--- src/rtl/core_ctrl_pkg.sv ---
// Shared types for the multi-cycle RV32I sequencer: opcodes, FSM states,
// PC-select codes and the latched instruction class.
package core_ctrl_pkg;

  localparam logic [6:0] OP_R     = 7'b0110011;
  localparam logic [6:0] OP_LOAD  = 7'b0000011;
  localparam logic [6:0] OP_STORE = 7'b0100011;
  localparam logic [6:0] OP_BR    = 7'b1100011;
  localparam logic [6:0] OP_I     = 7'b0010011;
  localparam logic [6:0] OP_JALR  = 7'b1100111;
  localparam logic [6:0] OP_JAL   = 7'b1101111;
  localparam logic [6:0] OP_LUI   = 7'b0110111;

  typedef enum logic [2:0] {
    ST_FETCH  = 3'd0,
    ST_FWAIT  = 3'd1,
    ST_DECODE = 3'd2,
    ST_EXEC   = 3'd3,
    ST_MEM    = 3'd4,
    ST_MWAIT  = 3'd5,
    ST_WB     = 3'd6,
    ST_TRAP   = 3'd7
  } state_e;

  typedef enum logic [1:0] {
    PC_PLUS4  = 2'b00,
    PC_BRANCH = 2'b01,
    PC_JAL    = 2'b10,
    PC_JALR   = 2'b11
  } pc_sel_e;

  typedef enum logic [3:0] {
    CLS_R       = 4'd0,
    CLS_LOAD    = 4'd1,
    CLS_STORE   = 4'd2,
    CLS_BR      = 4'd3,
    CLS_I       = 4'd4,
    CLS_JALR    = 4'd5,
    CLS_JAL     = 4'd6,
    CLS_LUI     = 4'd7,
    CLS_ILLEGAL = 4'd8
  } instr_class_e;

  function automatic instr_class_e classify(input logic [6:0] opcode);
    case (opcode)
      OP_R:     return CLS_R;
      OP_LOAD:  return CLS_LOAD;
      OP_STORE: return CLS_STORE;
      OP_BR:    return CLS_BR;
      OP_I:     return CLS_I;
      OP_JALR:  return CLS_JALR;
      OP_JAL:   return CLS_JAL;
      OP_LUI:   return CLS_LUI;
      default:  return CLS_ILLEGAL;
    endcase
  endfunction

  // States that wait on an external memory handshake and are watchdog-guarded.
  function automatic logic is_mem_state(input state_e s);
    return (s == ST_FETCH) || (s == ST_FWAIT) || (s == ST_MEM) || (s == ST_MWAIT);
  endfunction

endpackage

--- src/rtl/seq_watchdog.sv ---
// Per-state cycle counter; flags the cycle in which the count reaches MEM_TIMEOUT.
module seq_watchdog #(
  parameter int MEM_TIMEOUT = 255
) (
  input  logic clk,
  input  logic rst_n,
  input  logic clear,
  input  logic enable,
  output logic expired
);

  localparam int W = $clog2(MEM_TIMEOUT + 1);
  localparam logic [W-1:0] LAST = W'(MEM_TIMEOUT - 1);

  logic [W-1:0] count_r;

  // Count cycles spent in a guarded state; saturate at the last value.
  always_ff @(posedge clk or negedge rst_n) begin
    if (!rst_n) begin
      count_r <= '0;
    end else if (clear) begin
      count_r <= '0;
    end else if (enable && (count_r != LAST)) begin
      count_r <= count_r + 1'b1;
    end else begin
      count_r <= count_r;
    end
  end

  assign expired = enable && (count_r == LAST);

endmodule

--- src/rtl/multicycle_seq_ctrl.sv ---
// Multi-cycle fetch/decode/execute/memory/writeback sequencer for the RV32I core,
// driving imem/dmem req-gnt-rvalid handshakes and one-cycle PC/IR/RF enables.
module multicycle_seq_ctrl
  import core_ctrl_pkg::*;
#(
  parameter int MEM_TIMEOUT = 255
) (
  input  logic       clk_i,
  input  logic       rst_ni,
  input  logic [6:0] opcode_i,
  input  logic       branch_taken_i,
  input  logic       stall_i,
  output logic       imem_req_o,
  input  logic       imem_gnt_i,
  input  logic       imem_rvalid_i,
  output logic       dmem_req_o,
  output logic       dmem_we_o,
  input  logic       dmem_gnt_i,
  input  logic       dmem_rvalid_i,
  output logic       ir_we_o,
  output logic       pc_we_o,
  output logic [1:0] pc_sel_o,
  output logic       regwrite_o,
  output logic       memtoreg_o,
  output logic       retire_o,
  output logic       illegal_o,
  output logic       timeout_o,
  output logic [2:0] state_o
);

  state_e       state_r, state_next_s;
  instr_class_e class_r;
  pc_sel_e      pc_sel_s;
  logic         live_r, illegal_r, timeout_r;
  logic         set_illegal_s, set_timeout_s, expired_s;

  seq_watchdog #(.MEM_TIMEOUT(MEM_TIMEOUT)) u_watchdog (
    .clk     (clk_i),
    .rst_n   (rst_ni),
    .clear   (!live_r || (state_next_s != state_r)),
    .enable  (is_mem_state(state_r)),
    .expired (expired_s)
  );

  // State, latched instruction class and sticky trap flags.
  // live_r keeps the FSM idle (and imem_req_o low) until the first edge after reset.
  always_ff @(posedge clk_i or negedge rst_ni) begin
    if (!rst_ni) begin
      state_r   <= ST_FETCH;
      class_r   <= CLS_R;
      live_r    <= 1'b0;
      illegal_r <= 1'b0;
      timeout_r <= 1'b0;
    end else begin
      state_r   <= state_next_s;
      class_r   <= (state_r == ST_DECODE) ? classify(opcode_i) : class_r;
      live_r    <= 1'b1;
      illegal_r <= illegal_r | set_illegal_s;
      timeout_r <= timeout_r | set_timeout_s;
    end
  end

  // Next-state selection; a handshake in the expiry cycle takes priority over the trap.
  always_comb begin
    state_next_s  = state_r;
    set_illegal_s = 1'b0;
    set_timeout_s = 1'b0;
    if (!live_r) begin
      state_next_s = state_r;
    end else begin
      case (state_r)
        ST_FETCH: begin
          if (imem_gnt_i) state_next_s = ST_FWAIT;
          else if (expired_s) begin state_next_s = ST_TRAP; set_timeout_s = 1'b1; end
          else state_next_s = state_r;
        end
        ST_FWAIT: begin
          if (imem_rvalid_i) state_next_s = ST_DECODE;
          else if (expired_s) begin state_next_s = ST_TRAP; set_timeout_s = 1'b1; end
          else state_next_s = state_r;
        end
        ST_DECODE: begin
          if (stall_i) state_next_s = state_r;
          else if (classify(opcode_i) == CLS_ILLEGAL) begin
            state_next_s  = ST_TRAP;
            set_illegal_s = 1'b1;
          end else state_next_s = ST_EXEC;
        end
        ST_EXEC: begin
          if (stall_i) state_next_s = state_r;
          else if ((class_r == CLS_LOAD) || (class_r == CLS_STORE)) state_next_s = ST_MEM;
          else if (class_r == CLS_BR) state_next_s = ST_FETCH;
          else state_next_s = ST_WB;
        end
        ST_MEM: begin
          if (dmem_gnt_i) state_next_s = ST_MWAIT;
          else if (expired_s) begin state_next_s = ST_TRAP; set_timeout_s = 1'b1; end
          else state_next_s = state_r;
        end
        ST_MWAIT: begin
          if (dmem_rvalid_i) state_next_s = (class_r == CLS_STORE) ? ST_FETCH : ST_WB;
          else if (expired_s) begin state_next_s = ST_TRAP; set_timeout_s = 1'b1; end
          else state_next_s = state_r;
        end
        ST_WB: begin
          if (stall_i) state_next_s = state_r;
          else state_next_s = ST_FETCH;
        end
        ST_TRAP: state_next_s = ST_TRAP;
        default: state_next_s = ST_TRAP;
      endcase
    end
  end

  // Output decode from the registered state; only ir_we_o and the store-completion
  // pulses look at rvalid combinationally.
  always_comb begin
    imem_req_o = 1'b0;
    dmem_req_o = 1'b0;
    dmem_we_o  = 1'b0;
    ir_we_o    = 1'b0;
    pc_we_o    = 1'b0;
    pc_sel_s   = PC_PLUS4;
    regwrite_o = 1'b0;
    memtoreg_o = 1'b0;
    retire_o   = 1'b0;
    case (state_r)
      ST_FETCH: imem_req_o = live_r;
      ST_FWAIT: ir_we_o = imem_rvalid_i;
      ST_DECODE: ir_we_o = 1'b0;
      ST_EXEC: begin
        if (!stall_i && (class_r == CLS_BR)) begin
          pc_we_o  = 1'b1;
          retire_o = 1'b1;
          pc_sel_s = branch_taken_i ? PC_BRANCH : PC_PLUS4;
        end else begin
          pc_we_o = 1'b0;
        end
      end
      ST_MEM: begin
        dmem_req_o = 1'b1;
        dmem_we_o  = (class_r == CLS_STORE);
      end
      ST_MWAIT: begin
        if (dmem_rvalid_i && (class_r == CLS_STORE)) begin
          pc_we_o  = 1'b1;
          retire_o = 1'b1;
        end else begin
          pc_we_o = 1'b0;
        end
      end
      ST_WB: begin
        memtoreg_o = (class_r == CLS_LOAD);
        if (class_r == CLS_JAL) pc_sel_s = PC_JAL;
        else if (class_r == CLS_JALR) pc_sel_s = PC_JALR;
        else pc_sel_s = PC_PLUS4;
        if (!stall_i) begin
          regwrite_o = 1'b1;
          pc_we_o    = 1'b1;
          retire_o   = 1'b1;
        end else begin
          regwrite_o = 1'b0;
        end
      end
      ST_TRAP: imem_req_o = 1'b0;
      default: imem_req_o = 1'b0;
    endcase
  end

  assign pc_sel_o  = pc_sel_s;
  assign illegal_o = illegal_r;
  assign timeout_o = timeout_r;
  assign state_o   = state_r;

endmodule

--- config.mk ---
export PLATFORM = sky130hd
export DESIGN_NAME = multicycle_seq_ctrl
export DESIGN_NICKNAME = d
export VERILOG_FILES = /design/src/rtl/core_ctrl_pkg.sv /design/src/rtl/seq_watchdog.sv /design/src/rtl/multicycle_seq_ctrl.sv
export SDC_FILE = /design/constraint.sdc
export NUM_CORES = 1
export LEC_CHECK = 0
export BUFFER_PORTS_ARGS = -buffer_cell sky130_fd_sc_hd__buf_2
export CAP_MARGIN = 20
export CORE_ASPECT_RATIO = 0.8
export CORE_MARGIN = 4
export CORE_UTILIZATION = 58
export DETAILED_ROUTE_END_ITERATION = 10
export PLACE_DENSITY = 0.89
export SLEW_MARGIN = 20
export SYNTH_ARGS = -nofsm -noshare
export SYNTH_HDL_FRONTEND = slang
export SYNTH_SLANG_ARGS = --single-unit
--- constraint.sdc ---
create_clock -name clk_i -period 4.5 [get_ports clk_i]
set_input_delay 0.9 -clock clk_i [delete_from_list [all_inputs] [get_ports clk_i]]
set_output_delay 0.9 -clock clk_i [all_outputs]
set_load 0.05 [all_outputs]
# Yosys cells after proc, flatten, opt, wreduce, memory -nomap -nowiden
# Cells that the tools add are included.
# word_totals
reg_bits	18
latch_bits	0
mem_bits_rw	0
rom_bits	0
input_bits	15
output_inout_bits	15
word_cells	92
mem_count	0
# op_classes
n_addsub	1
multipliers	0
n_div	0
n_lt_le_gt_ge	0
eq_ne	24
n_shift	0
mux	46
bitwise_logic	2
reduce_logical	13
# op_table
op	n
3-bit 2-to-1 mux	13
4-bit one-hot mux with 8 select lines	1
3-bit one-hot mux with 8 select lines	1
7-bit by 6-bit equality test with 1-bit output (second input constant)	3
7-bit equality test (second input constant)	3
1-bit 2-to-1 mux	21
8-bit 2-to-1 mux	2
3-bit equality test (second input constant)	4
4-bit 2-to-1 mux	3
8-bit by 1-bit adder with 8-bit output (second input constant)	1
4-bit by 2-bit equality test with 1-bit output (second input constant)	2
4-bit by 3-bit equality test with 1-bit output (second input constant)	2
8-bit equality test (second input constant)	1
8-bit inequality test (second input constant)	1
7-bit by 2-bit equality test with 1-bit output (second input constant)	1
7-bit by 5-bit equality test with 1-bit output (second input constant)	1
3-bit by 2-bit equality test with 1-bit output (second input constant)	2
1-bit logical OR	5
4-bit by 1-bit equality test with 1-bit output (second input constant)	1
4-bit equality test (second input constant)	1
1-bit logical AND	4
2-bit 2-to-1 mux	2
1-bit one-hot mux with 4 select lines	1
2-bit one-hot mux with 2 select lines	1
other kinds (7)	9

# Longest topological paths before layout
# Gate-level depths: netlist of the first run.
# depth
depth_word	13
ltp_mapped	7
mapped_depth_nobuf	7

# By module
# Synthesis of the first run repeated with hierarchy kept, for this count alone.
# unflattened
hier_cells	173
area_unflattened_um2	1442.6
# modules_own_cells
mod	n_inst	cells_each	area_per_inst_um2	seq_area_each_um2
multicycle_seq_ctrl	1	123	933.4	250.2
seq_watchdog	1	50	509.2	200.2

# Least setup slack after synthesis of the first run
# OpenSTA, ideal clock, no wires.
# synth_path
path_type	reg2out
start	register state_r[2], in the netlist state_o[2]
end	output pc_sel_o[0]
t_arrival_ns	2.706
t_required_ns	3.600
path_slack_ns	0.894
path_stages_with_launch	8
n_path_buf	2
cell_sequence	dfrtp_1 buf_6 clkbuf_1 nor2b_1 nand3_1 nor2_1 a41oi_1 nor3b_1
# synth_between
elab_chain_cells	2
elab_cells_between_ends	3
cone_classes	eq/ne (2); mux (1)
# synth_rtl
item	line_no	source
start, declared	multicycle_seq_ctrl.sv:31	state_e state_r, state_next_s;
start signal, assigned	multicycle_seq_ctrl.sv:55	state_r <= state_next_s;
3-bit equality test or 3-bit by 2-bit equality test with 1-bit output (tied branches)	multicycle_seq_ctrl.sv:127	case (state_r)
2-bit one-hot mux with 2 select lines *	multicycle_seq_ctrl.sv:127	
end, declared	multicycle_seq_ctrl.sv:22	output logic [1:0] pc_sel_o,
# Every way passes the cells marked *; elsewhere a longest branch is shown, timed or not.

# Worst setup path after layout of the first run
# layout_path
start	register state_r[1], in the netlist state_o[1]
end	output pc_sel_o[0]
# Same word-level chain as after synthesis.

==> impl_metrics.tcl, run 1 <==
set metrics [dict create \
    status "finished, final reports clean" \
    cts_hold_buf 0 \
    clock-sinks 18 \
    synth_edf_count 0 \
    ios 30 \
    p_sw_uw 440 \
    drc 0 \
    p_clk_share_pct 12.6 \
    setup_viol 0 \
    ant_nets 0 \
    crit_path_max_fanout 25 \
    maxSlewViolCount 0 \
    grt_pass1_wl_um 6150 \
    swShare_pct 52.3 \
    io_buffers 29 \
    via_per_inst 6.49 \
    track_usage_pct 23.1 \
    cts_resized 0 \
    synth-seq-cells 18 \
    crit_path_start_kind "flip-flop" \
    vias 1427 \
    num-nets-final 213 \
    drtIter0Drc 160 \
    p_per_area_mw_per_mm2 529 \
    ir_worst_vdd_v 0.000353 \
    drive_above_1_share_pct 21.0 \
    placed_area_mm2 0.00156 \
    cp.required_ps 3600 \
    synthCells 171 \
    fin_area_mm2 0.00159 \
    wl_per_cell_um 15.7 \
    r2r_setup_slack_ps 2110 \
    grt_max_degree 26 \
    post_cts_buffers 0 \
    async_flop_share_pct 100 \
    worst_pin_slew_ps 703 \
    hold_path.class "in -> async" \
    ys_types 55 \
    ys.flop_type "dfrtp_1" \
    cts_tree "done" \
    hold_violations 0 \
    antenna_found_initial 0 \
    yosysSeqAreaShare_pct 31.5 \
    layout_common_cells "29 x buf_2, 19 x nor2_1, 18 x dfrtp_1, 16 x nand2_1, 11 x nor3_1" \
    instances_no_fill 220 \
    dp.cells 216 \
    worst_r2r_path_depth 5 \
    rr_startpoint "state_o[1]" \
    routed_wl_um 3460 \
    fin_tns_setup_ps 0 \
    numCtsBuffers 3 \
    die_h_um 52.4 \
    core_mm2 0.00225 \
    avgSynthCellArea_um2 8.36 \
    fp.dieArea_mm2 0.00333 \
    fmax_mhz 332 \
    synth_top_area_share_pct 31.5 \
    synth_nets 188 \
    grt_overflow 0 \
    p_seq_share_pct 35.0 \
    final_common_cell "buf_2" \
    clockBufferDepth 2 \
    p_leak_uw 0.000695 \
    yosysWarnings 0 \
    clk_pin_slew_worst_paths_ps 120 \
    cp-end-kind "output port" \
    finalClockSkew_ps 10.6 \
    die_w_um 63.5 \
    grt_pass1_vias 1343 \
    antenna_cells 0 \
    internal-power_uw 402 \
    firstDrtPassIters 4 \
    yosysTopAreaCell "dfrtp_1" \
    start_util_pct 63.4 \
    slew_headroom_pct 53.1 \
    cts_max_level 1 \
    cts-root-buf "clkbuf_4" \
    pwr-share-comb_pct 52.4 \
    cp.arrival_ps 2110 \
    period_minus_slack_ps 3010 \
    rsz0062_at_grt "no" \
    netlist_top_cells_area "dfrtp_1 32%, nor2_1 5.0%, nand2_1 4.2%" \
    syn_area_mm2 0.00143 \
    place_hpwl_um 2640 \
    clk_latency_ps 300 \
    row_count 15 \
    cap_violations 0 \
    place_congestion 0.870 \
    synthToLayoutAreaGrowth_pct 11.4 \
    fin_crit_sh_pct 66.9 \
    reg2reg_to "u_watchdog.count_r[4]" \
    crit_type "reg -> out" \
]
logic make-up (layout without fill, tap and decap cells):
family                     Yosys count  after routing  share of synthesized area, %
buffers and inverters               15             39                          5.08
xor gates and xnor gates             8              8                          4.90
adders and majority gates            2              2                          1.75
other                                1              1                         0.262
AOI/OAI and AO/OA                   48             48                          26.4
DFF                                 18             18                          31.5
and+or+nand+nor                     79             79                          30.1
stage by stage:
stage          total power [uW]  hold slack, ps  utilization (%)  setup WS, ps
2_1_floorplan               650             544                -           894
3_3_place_gp                725             466             69.1          1630
3_5_place_dp                735             470             69.1          1610
4_1_cts                     838             505             70.7          1510
5_1_grt                     907             523             70.7          1220
6_report                    842             498             70.7          1490
Yosys cell counts, types with 2 or more instances:
library cell,instances
a22oi_1,2
nor3b_1,2
o2111ai_1,2
o31ai_1,4
nand2b_1,7
xor2_1,4
nor3_1,11
o41ai_1,2
nor2_1,19
dfrtp_1,18
o21bai_1,3
clkbuf_1,2
ha_1,2
a31oi_1,2
inv_1,5
xnor2_1,4
o211ai_1,3
a32oi_1,2
o21ai_0,5
nor2b_1,2
nand3_1,6
buf_2,4
a21o_1,3
a21oi_1,8
and3_1,3
nand2_1,16
or2_2,2
worst max-delay path, cell delays in order, from the launching register on:
cell,delay (ps)
dfrtp_1,820
nand2b_1,230
nor2_1,160
a41oi_1,120
nor3b_1,190
buf_2,290
layer usage:
layer  vias up  GRT usage [%]  share of wire [%]
met4         0           2.51               0.90
met5         -              0                  0
met3         6           4.08                9.9
li1        682              -                  -
met2        79           36.7                 43
met1       660           33.9                 46
registers in the layout, summed over array words and instances, names as in the netlist:
signal / count
class_r: 4
illegal_o: 1
live_r: 1
state_o: 3
timeout_o: 1
u_watchdog.count_r: 8
area by class of cell:
type / instances / area [um2]
inverters: 6 / 22.5
multi-input cells: 138 / 906
fillers: 177 / 661
clock buffers: 4 / 36.3
repair buffers: 29 / 145
well taps: 25 / 31.3
flip-flops and latches: 18 / 450
how the worst max path moves through the flow:
stage                     startpoint          end  slack [ps]  depth (start not counted)
final                     state_o[1]  pc_sel_o[0]        1490                          5
after floorplan           state_o[2]  pc_sel_o[0]         890                          7
after global placement       stall_i  pc_sel_o[0]        1630                          6
after global routing      state_o[2]  pc_sel_o[0]        1220                          6
after detailed placement     stall_i  pc_sel_o[0]        1610                          6
after CTS                 state_o[1]  pc_sel_o[0]        1510                          5
power groups by stage:
stage	Clock [uW]	Combinational, uW	Sequential (uW)
global placement	0	432	293
global route	115	482	310
finish	106	441	295
floorplan	0	377	272
CTS	105	440	293
detailed placement	0	437	297
Power figures use the tool's default switching activity.
==> inputs of run 2 (changes only) <==
- CORE_UTILIZATION: 58 -> 54
- PLACE_DENSITY: 0.89 -> 0.84
- clock period: 4.5 -> 2.9 ns (I/O delays scaled with it)
==> impl_metrics.tcl, run 2 (synthesized netlist as in run 1, its figures left out) <==
set metrics [dict create \
    fillers 231 \
    period_minus_slack_ps 2720 \
    reg2reg_to "u_watchdog.count_r[2]" \
    crit_family "flip-flops" \
    status "finished, final reports clean" \
    antenna_found_initial 0 \
    die_w_um 65.5 \
    cts_tree "done" \
    largest_reg_flops 8 \
    grt_pass1_wl_um 6300 \
    wl_per_cell_um 16.6 \
    numCtsBuffers 3 \
    grt_max_degree 26 \
    fp.dieArea_mm2 0.00354 \
    p_per_area_mw_per_mm2 824 \
    die_h_um 54.0 \
    cp.arrival_ps 2140 \
    ant_nets 0 \
    top_register "u_watchdog.count_r" \
    p_leak_uw 0.000696 \
    worst_r2r_path_depth 5 \
    via_per_inst 6.23 \
    cts_max_level 1 \
    crit_buf_inv 1 \
    clock-sinks 18 \
    core_mm2 0.00248 \
    row_count 16 \
    critPathMaxStageDelay_ps 800 \
    instances_no_fill 231 \
    cap_violations 0 \
    rr_startpoint "state_o[1]" \
    synthToLayoutAreaGrowth_pct 13.6 \
    firstDrtPassIters 4 \
    place_congestion 0.908 \
    fin_crit_sh_pct 93.7 \
    crit_chain "nand2b_1 -> nor2_1 -> a41oi_1 -> nor3b_2 -> buf_2" \
    track_usage_pct 23.3 \
    io_buffers 29 \
    rsz0062_at_grt "no" \
    clockBufferDepth 2 \
    grt_overflow 0 \
    clk_pin_slew_worst_paths_ps 110 \
    cp-end-kind "output port" \
    r2r_setup_slack_ps 520 \
    final_common_cell "buf_2" \
    hold_violations 0 \
    dp.cells 227 \
    crit_path_start_kind "flip-flop" \
    ios 30 \
    slew_headroom_pct 53.5 \
    ir_worst_vdd_v 0.000430 \
    worst_pin_slew_ps 697 \
    finalClockSkew_ps 8.89 \
    place_hpwl_um 2920 \
    cpMaxStageDelayCell "dfrtp_1" \
    drc 0 \
    cp.required_ps 2320 \
    fmax_mhz 368 \
    drive_above_1_share_pct 23.1 \
    start_util_pct 57.6 \
    cts-root-buf "clkbuf_4" \
    routed_wl_um 3840 \
    cts_hold_buf 0 \
    grt_pass1_vias 1346 \
    setup_viol 0 \
    vias 1439 \
    pre_cts_slack_ps 550 \
    drtIter0Drc 247 \
    crit_path_max_fanout 25 \
    num-nets-final 213 \
    crit_type "reg -> out" \
    antenna_cells 0 \
    layout_common_cells "29 x buf_2, 18 x nor2_1, 18 x dfrtp_1, 16 x nand2_1, 9 x nor3_1" \
    hold_path.class "in -> async" \
    clk_latency_ps 300 \
    cts_resized 0 \
    layout_setup_ws_ps 183 \
    maxSlewViolCount 0 \
    post_cts_buffers 0 \
    fin_util_pct 65.4 \
    power_uw 1340 \
    fin_tns_setup_ps 0 \
]
## run 2: routing by layer
layer / routed length (um) / global-route usage (%)
met5: 0 / 0
met4: 46 / 5.86
met3: 349 / 3.97
met2: 1810 / 39.5
met1: 1630 / 31.2
## run 2: where the power goes
group | leakage, uW | total [uW] | switching (uW) | internal (uW)
logic | 0.000447 | 712 | 463 | 249
clock network | 0.0000210 | 157 | 80.3 | 76.6
registers | 0.000228 | 468 | 168 | 299
total | 0.000696 | 1340 | 712 | 625
## run 2: worst max-delay path by stage
stage / from / to / slack [ps] / cells after the start
3_5_place_dp: state_o[1] / pc_sel_o[0] / 550 / 5
4_1_cts: state_o[1] / pc_sel_o[0] / 210 / 5
5_1_grt: state_o[2] / pc_sel_o[0] / 20 / 6
6_report: state_o[1] / pc_sel_o[0] / 180 / 5
2_1_floorplan: state_o[2] / pc_sel_o[0] / 80 / 7
3_3_place_gp: state_o[1] / pc_sel_o[0] / 640 / 5
## run 2: final cells by class
class	instances	area, um2	share of cell area, %
sequential	18	450	27.8
timing repair buffer	29	145	8.94
tap	36	45.0	2.78
clock buffer	4	36.3	2.24
inverter	6	22.5	1.39
multi-input combinational	138	923	56.9
## run 2: worst reg2reg max path, delay by kind of cell (launching register included)
family	cells	cell delay (ps)
AO/OA/AOI/OAI	3	810
buffers and inverters	1	280
AND/OR/NAND/NOR	1	380
flip-flops	1	800
## run 2: metrics by stage
stage,hold WS (ps),cell area (um2)
after detailed placement,478,1590
after floorplan,284,1450
after global placement,458,1590
after CTS,208,1620
final,190,1620
after global routing,220,1620
==> inputs of run 3 (changes only) <==
- CORE_UTILIZATION: 54 -> 37
- PLACE_DENSITY: 0.84 -> 0.63
==> impl_metrics.tcl, run 3 (synthesized netlist as in run 1, its figures left out) <==
set metrics [dict create \
    clk_pin_slew_worst_paths_ps 70 \
    crit_path_max_fanout 20 \
    firstDrtPassIters 4 \
    cts_tree "done" \
    track_usage_pct 15.3 \
    die_w_um 77.5 \
    cpMaxStageDelayCell "dfrtp_1" \
    hold_violations 0 \
    p_leak_uw 0.000708 \
    rsz0062_at_grt "no" \
    period_minus_slack_ps 2580 \
    ir_worst_vdd_v 0.000278 \
    via_per_inst 5.89 \
    row_count 19 \
    core_mm2 0.00357 \
    crit_path_start_kind "flip-flop" \
    fmax_mhz 388 \
    antenna_found_initial 0 \
    cap_violations 0 \
    cts_hold_buf 0 \
    worst_r2r_path_depth 5 \
    instances_no_fill 238 \
    final_common_cell "buf_2" \
    layout_common_cells "29 x buf_2, 18 x nor2_1, 18 x dfrtp_1, 16 x nand2_1, 9 x nor3_1" \
    status "finished, final reports clean" \
    wl_per_cell_um 15.3 \
    cts_max_level 1 \
    grt_max_degree 21 \
    hold_path.class "in -> async" \
    place_hpwl_um 2760 \
    fin_tns_setup_ps 0 \
    numCtsBuffers 3 \
    fp.dieArea_mm2 0.00493 \
    post_cts_buffers 0 \
    drive_above_1_share_pct 23.5 \
    setup_viol 0 \
    place_congestion 0.877 \
    fillers 375 \
    top_register "u_watchdog.count_r" \
    reg2reg_to "u_watchdog.count_r[6]" \
    ios 30 \
    vias 1401 \
    critPathMaxStageDelay_ps 700 \
    critPathLaunch "state_o[2]" \
    cts_resized 0 \
    cp.arrival_ps 2000 \
    maxSlewViolCount 0 \
    die_h_um 63.6 \
    clock-sinks 18 \
    synthToLayoutAreaGrowth_pct 15.9 \
    grt_overflow 0 \
    grt_pass1_vias 1253 \
    largest_reg_flops 8 \
    crit_cells 6 \
    cts-root-buf "clkbuf_8" \
    start_util_pct 40.1 \
    io_buffers 29 \
    dp.cells 234 \
    cp-end-kind "output port" \
    crit_type "reg -> out" \
    clockBufferDepth 2 \
    r2r_setup_slack_ps 590 \
    rr_startpoint "state_o[2]" \
    crit_buf_inv 1 \
    drtIter0Drc 134 \
    p_per_area_mw_per_mm2 837 \
    antenna_cells 0 \
    finalClockSkew_ps 3.74 \
    ant_nets 0 \
    slew_headroom_pct 58.9 \
    worst_pin_slew_ps 613 \
    fin_util_pct 46.5 \
    routed_wl_um 3640 \
    clk_latency_ps 250 \
    drc 0 \
    grt_pass1_wl_um 5970 \
    fin_crit_sh_pct 88.9 \
    crit_family "flip-flops" \
    cp.required_ps 2320 \
    crit_chain "nor2b_1 -> nand3_1 -> nor2_1 -> a41oi_1 -> nor3b_2 -> buf_2" \
    num-nets-final 214 \
]
-- run 3: cell count changes in the layout (fill, tap and decap cells not counted) --
cell | before | now
buf_4 | 0 | 1
clkbuf_4 | 3 | 0
clkbuf_8 | 1 | 4
-- run 3: how the worst max path moves through the flow --
stage / slack (ps) / endpoint
4_1_cts: 320 / pc_sel_o[0]
3_5_place_dp: 610 / pc_sel_o[0]
5_1_grt: 100 / pc_sel_o[0]
2_1_floorplan: 80 / pc_sel_o[0]
6_report: 320 / pc_sel_o[0]
3_3_place_gp: 650 / pc_sel_o[0]
-- run 3: stage by stage --
step / instance area (um2) / hold slack, ps / setup WS (ps) / power, uW
finish: 1660 / 245 / 321 / 1390
global route: 1660 / 266 / 98.2 / 1480
CTS: 1660 / 255 / 320 / 1380
detailed placement: 1600 / 464 / 611 / 1170
global placement: 1600 / 481 / 651 / 1160
floorplan: 1450 / 284 / 76.6 / 1020
-- run 3: cell type report --
| type | instances | area (um2) | share of cell area [%] |
|---|---|---|---|
| Tap cell | 42 | 52.6 | 3.17 |
| Multi-Input combinational cell | 138 | 923 | 55.7 |
| Timing Repair Buffer | 30 | 153 | 9.21 |
| Clock buffer | 4 | 55.1 | 3.32 |
| Sequential cell | 18 | 450 | 27.2 |
| Inverter | 6 | 22.5 | 1.36 |
-- run 3: power breakdown --
group          internal [uW]  switching [uW]  leakage [uW]
clock network            121            86.6     0.0000288
registers                300             155      0.000228
logic                    256             468      0.000451
-- run 3: routing by layer --
layer	vias to the layer above	global-route usage [%]	wire, um	share of wire [%]
met3	4	2.71	202	5.6
met1	668	21.6	1840	51
li1	682	-	-	-
met2	47	22.3	1540	42
met5	-	0	0	0
met4	0	7.33	51	1.4
